File: src/rtl/imem_refill.sv
// imem_refill: line-refill controller upstream of the L1 instruction cache.
// On a miss it latches the line address of pc, reads the line from the memory bus
// as BEATS sequential beats, assembles them and pulses b_dv for one cycle. A refill
// whose requesting address changes mid-flight still completes on the bus but is
// never delivered.
//
// Ports:
//   clk     clock, all state changes on the rising edge
//   rst_n   synchronous active-low reset
//   pc      current fetch address (same value driving the cache)
//   b_rd    cache miss request
//   b_data  assembled line, beat k in [BUS_W*k +: BUS_W]
//   b_dv    one-cycle pulse, b_data valid for the line at pc
//   m_addr  beat read address, BUS_W/8-byte aligned
//   m_rd    beat read request, held until acknowledged
//   m_data  beat read data
//   m_dv    beat acknowledge, sampled only while m_rd is high
module imem_refill #(
  parameter int unsigned LINE_W = 256,
  parameter int unsigned BUS_W  = 64
) (
  input  logic              clk,
  input  logic              rst_n,
  input  logic [63:0]       pc,
  input  logic              b_rd,
  output logic [LINE_W-1:0] b_data,
  output logic              b_dv,
  output logic [63:0]       m_addr,
  output logic              m_rd,
  input  logic [BUS_W-1:0]  m_data,
  input  logic              m_dv
);

  localparam int unsigned BEATS = LINE_W / BUS_W;
  localparam int unsigned OFFS  = $clog2(LINE_W / 8);
  localparam int unsigned BOFFS = $clog2(BUS_W / 8);
  localparam int unsigned BW    = (BEATS > 1) ? $clog2(BEATS) : 1;
  localparam int unsigned TAGW  = 64 - OFFS;

  typedef enum logic [1:0] {StIdle, StBusy, StDone} state_e;

  state_e              state_q, state_d;
  logic [TAGW-1:0]     line_q, line_d;
  logic [BW-1:0]       beat_q, beat_d;
  logic                abort_q, abort_d;
  logic [LINE_W-1:0]   data_q, data_d;

  logic [TAGW-1:0]     pc_line;
  logic                mismatch;
  logic                last_beat;
  logic                unused_pc;

  assign pc_line   = pc[63:OFFS];
  assign unused_pc = ^pc[OFFS-1:0];
  assign mismatch  = !b_rd || (pc_line != line_q);
  assign last_beat = (beat_q == BW'(BEATS - 1));

  // Outputs are pure decodes of registered state; b_dv additionally qualifies
  // on the live address so a stale line is never handed to the cache.
  assign m_rd   = (state_q == StBusy);
  assign m_addr = (state_q == StBusy)
                  ? ({line_q, {OFFS{1'b0}}} | (64'(beat_q) << BOFFS))
                  : 64'd0;
  assign b_dv   = (state_q == StDone) && !mismatch;
  assign b_data = data_q;

  always_comb begin
    state_d = state_q;
    line_d  = line_q;
    beat_d  = beat_q;
    abort_d = abort_q;
    data_d  = data_q;
    unique case (state_q)
      StIdle: begin
        if (b_rd) begin
          line_d  = pc_line;
          beat_d  = '0;
          abort_d = 1'b0;
          state_d = StBusy;
        end
      end
      StBusy: begin
        // Sticky: the bus transaction runs to completion, delivery is dropped.
        if (mismatch) abort_d = 1'b1;
        if (m_dv) begin
          data_d[BUS_W*beat_q +: BUS_W] = m_data;
          if (BEATS > 1) beat_d = beat_q + BW'(1);
          if (last_beat) state_d = (abort_q || mismatch) ? StIdle : StDone;
        end
      end
      StDone: begin
        state_d = StIdle;
      end
      default: begin
        state_d = StIdle;
      end
    endcase
  end

  always_ff @(posedge clk) begin
    if (!rst_n) begin
      state_q <= StIdle;
      line_q  <= '0;
      beat_q  <= '0;
      abort_q <= 1'b0;
      data_q  <= '0;
    end else begin
      state_q <= state_d;
      line_q  <= line_d;
      beat_q  <= beat_d;
      abort_q <= abort_d;
      data_q  <= data_d;
    end
  end

endmodule

File: config.mk
export PLATFORM = sky130hd
export DESIGN_NAME = imem_refill
export DESIGN_NICKNAME = d
export VERILOG_FILES = /design/src/rtl/imem_refill.sv
export SDC_FILE = /design/constraint.sdc
export NUM_CORES = 1
export LEC_CHECK = 0
export BUFFER_PORTS_ARGS = -buffer_cell sky130_fd_sc_hd__buf_4
export CAP_MARGIN = 10
export CORE_AREA = 2 2 176 178
export DETAILED_ROUTE_END_ITERATION = 12
export DIE_AREA = 0 0 178 180
export GPL_TIMING_DRIVEN = 0
export HOLD_SLACK_MARGIN = 0.06
export PLACE_DENSITY = 0.7
export SYNTH_ARGS = -nofsm -noshare
export SYNTH_HDL_FRONTEND = slang
export SYNTH_SLANG_ARGS = --single-unit
File: constraint.sdc
create_clock -name clk -period 2.74 [get_ports clk]
set_input_delay 0.411 -clock clk [delete_from_list [all_inputs] [get_ports clk]]
set_output_delay 0.411 -clock clk [all_outputs]
set_load 0.02 [all_outputs]
==> run_results.csv <==
group,metric,value,unit
outcome,outcome,"finished, final reports clean",
drt,drt-pass1-iter-count,5,
logic_synthesis,synth_area,13200,µm²
floorplan,dieWidth,178,µm
sta,finalCritPeriodShare,99.0,%
critical_path,cp.arrival,2.30,ns
power,power.leakage,7.30,nW
sta,finalHoldViolations,0,
global_route,grt_pass1_wl,72000,µm
sta,period_needed,2.71,ns
worst_hold_path,hold_path.class,"input port to flip-flop",
sta,fmaxAchievable,0.369,GHz
placement,detailed_place_hpwl,36400,µm
critical_path,worstReg2RegStart,"beat_q[0]",
critical_path,reg2regPathDepth,7,
sta,setup_viol,0,
critical_path,path_buf_inv,1,
sta,timing.setup.tns,0,ns
global_route,grt_overflow,0,
layout,area_delta_synth_final,38.7,%
layout,layout_common_cells,"450 x buf_4, 319 x dfxtp_1, 315 x nand2_1",
power,pwr-share-seq,44.4,%
critical_path,reg2reg_slack,0.24,ns
critical_path,max_stage_delay,0.33,ns
global_route,antenna_found_initial,2,
clock_tree,htreeDepth,2,
drt,drc,0,
critical_path,cp_cell_sequence,"xnor2_1 > nand4_1 > nor4_2 > nand4_1 > nor4b_2 > buf_4",
power,internal-power,0.00823,W
sta,slew_violations,0,
layout,layout.nets,2142,
sta,slew_headroom,31.2,%
drt,viasPerCell,5.28,
logic_synthesis,ys_warn_count,0,
clock_tree,root_buffer,"clkbuf_16",
critical_path,crit_type,"flip-flop to output port",
power,p_comb_share,9.6,%
drt,vias,12821,
clock_tree,insertion_delay,0.52,ns
floorplan,core-area,30200,µm²
critical_path,cp_top_family,"simple AND/OR/NAND/NOR gates",
critical_path,cp_common_cell,"nand4_1",
floorplan,rows,64,
critical_path,cp.required,2.33,ns
sta,rsz0062_at_grt,"no",
drt,drt_iter0_drc,944,
clock_tree,tritoncts,"yes",
logic_synthesis,ys_types,32,
placement,gp_congestion,0.899,
critical_path,cp.depth,6,
power,vdd_drop_max,423,µV
floorplan,die_h,180,µm
global_route,grt_pass1_vias,12052,
global_route,grt_usage,29.2,%
clock_tree,clock_sinks,320,
power,swShare,24.3,%
clock_tree,cts_made_buffers,35,
flow_run,maxCapViolCount,0,
drt,finalWirelength,48500,µm
logic_synthesis,ys_ff_latch,320,
power,clkPwrFrac,46.0,%
floorplan,top_level_ports,454,
logic_synthesis,avgSynthCellArea,8.69,µm²
layout,mostFrequentLayoutCell,"buf_4",
logic_synthesis,yosysSeqAreaShare,48.4,%
critical_path,critPathSlowestCell,"dfxtp_1",
clock_tree,cts.clk_slew.worst_paths,0.06,ns
critical_path,worstReg2RegEnd,"b_data[185]",
critical_path,cp-endpoint,"b_dv",
logic_synthesis,syn_inst,1522,
drt,postRouteAntennaNets,0,
critical_path,crit_path_end_kind,"output port",
floorplan,die_area,32000,µm²
critical_path,critical_path.max_fanout,3,
layout,drive_gt1_share,27.5,%
placement,io_buffers,444,
sta,skew,0.0138,ns
floorplan,start_util,43.8,%
drt,avgRoutedWirePerCell,20.0,µm
global_route,grt_max_degree,20,
power,netSwitchingPower,0.00264,W
power,p_per_area,592,nW/µm²
critical_path,worstSetupStartpointType,"flip-flop",
critical_path,startpoint,"line_q[47]",
clock_tree,clockBufferDepth,3,
layout,final_util,60.8,%
sta,worstMarginPinSlew,1.02,ns
## routing by layer
| metal | wire (µm) | GRT usage (%) | vias up |
|---|---|---|---|
| met2 | 22700 | 47.7 | 517 |
| met3 | 3700 | 6.28 | 92 |
| met4 | 1660 | 10.3 | 0 |
| met1 | 20400 | 38.0 | 6098 |
| li1 | - | - | 6114 |
| met5 | 0 | 0 | - |
## final cells by class
class | count | area [µm²]
fill | 2744 | 11800
sequential | 320 | 6410
multi-input combinational | 1062 | 6240
timing repair buffer | 446 | 3350
clock buffer | 51 | 1060
buffer | 131 | 596
tap | 396 | 495
clock inverter | 10 | 165
inverter | 9 | 33.8
antenna | 2 | 5.00
## cell usage after synthesis, drive strengths merged
| library cell | number | share of area (%) |
|---|---|---|
| a2111oi | 1 | 0.066 |
| nand4 | 12 | 0.57 |
| nor3b | 3 | 0.17 |
| nor2b | 67 | 3.2 |
| nand2 | 315 | 8.9 |
| ha | 5 | 0.47 |
| o22ai | 3 | 0.14 |
| a22oi | 64 | 3.6 |
| xnor2 | 40 | 2.6 |
| nand2b | 3 | 0.14 |
| nor4 | 8 | 0.49 |
| conb | 1 | 0.028 |
| a21boi | 254 | 14 |
| inv | 9 | 0.26 |
| a22o | 1 | 0.066 |
| and2 | 63 | 3.0 |
| and3 | 3 | 0.14 |
| o2111ai | 1 | 0.066 |
| nor2 | 2 | 0.057 |
| clkbuf | 77 | 2.2 |
| dfxtp | 320 | 48 |
| nor4b | 1 | 0.066 |
| o21ai | 2 | 0.076 |
| buf | 56 | 2.4 |
| xor2 | 12 | 0.79 |
| nand3 | 199 | 7.6 |
## cells by family after synthesis
group,synth area share [%]
flip-flops,48.4
AND/OR/NAND/NOR,24.3
XOR/XNOR,3.44
adder cells (fa/ha/maj),0.473
AO/OA/AOI/OAI,18.5
buffers and inverters,4.81
other,0.0283
## worst min-delay path by stage
stage                     slack [ns]  cells past startpoint           to   startpoint
after detailed placement        0.46                      2      abort_q      abort_q
after floorplan                 0.44                      2      abort_q      abort_q
final                           0.17                      3   line_q[44]       pc[49]
after CTS                       0.15                      3   line_q[44]       pc[49]
after global routing            0.16                      3   line_q[47]       pc[52]
after global placement          0.45                      2  b_data[174]  b_data[174]
## repair_timing
action / in CTS / in global routing
pin swaps: 1 / 4
setup endpoints to repair: 34 / 2
setup buffers: 1 / 1
hold buffers: 0 / 0
gates resized for setup: 4 / 4
## power groups by stage
| stage | clock network [W] | registers (W) | logic [W] |
|---|---|---|---|
| 2_1_floorplan | 0 | 0.00495 | 0.000468 |
| 4_1_cts | 0.00506 | 0.00482 | 0.00104 |
| 3_5_place_dp | 0 | 0.00492 | 0.00103 |
| 5_1_grt | 0.00524 | 0.00483 | 0.00112 |
| 6_report | 0.00500 | 0.00482 | 0.00104 |
| 3_3_place_gp | 0 | 0.00492 | 0.00102 |
## per-stage QoR
stage | hold slack (ns) | total power, W | std cells | cell area (µm²) | setup slack, ns
2_1_floorplan | 0.438 | 0.00542 | 1524 | 13200 | 0.429
3_3_place_gp | 0.448 | 0.00593 | 2364 | 17100 | 0.274
3_5_place_dp | 0.455 | 0.00595 | 2364 | 17100 | 0.248
4_1_cts | 0.153 | 0.0109 | 2425 | 18300 | 0.0353
5_1_grt | 0.164 | 0.0112 | 2427 | 18300 | 0.00298
6_report | 0.166 | 0.0109 | 2427 | 18300 | 0.0269
## tightest hold or removal path: stages
cell and delay (ns):
buf_4 0.12, nand2_1 0.04, a21boi_0 0.06
## registers in the layout (all words and copies together), names as in the netlist
register	count
b_data	256
beat_q	2
line_q	59
state_q	2
abort_q	1
Power figures use the tool's default switching activity.
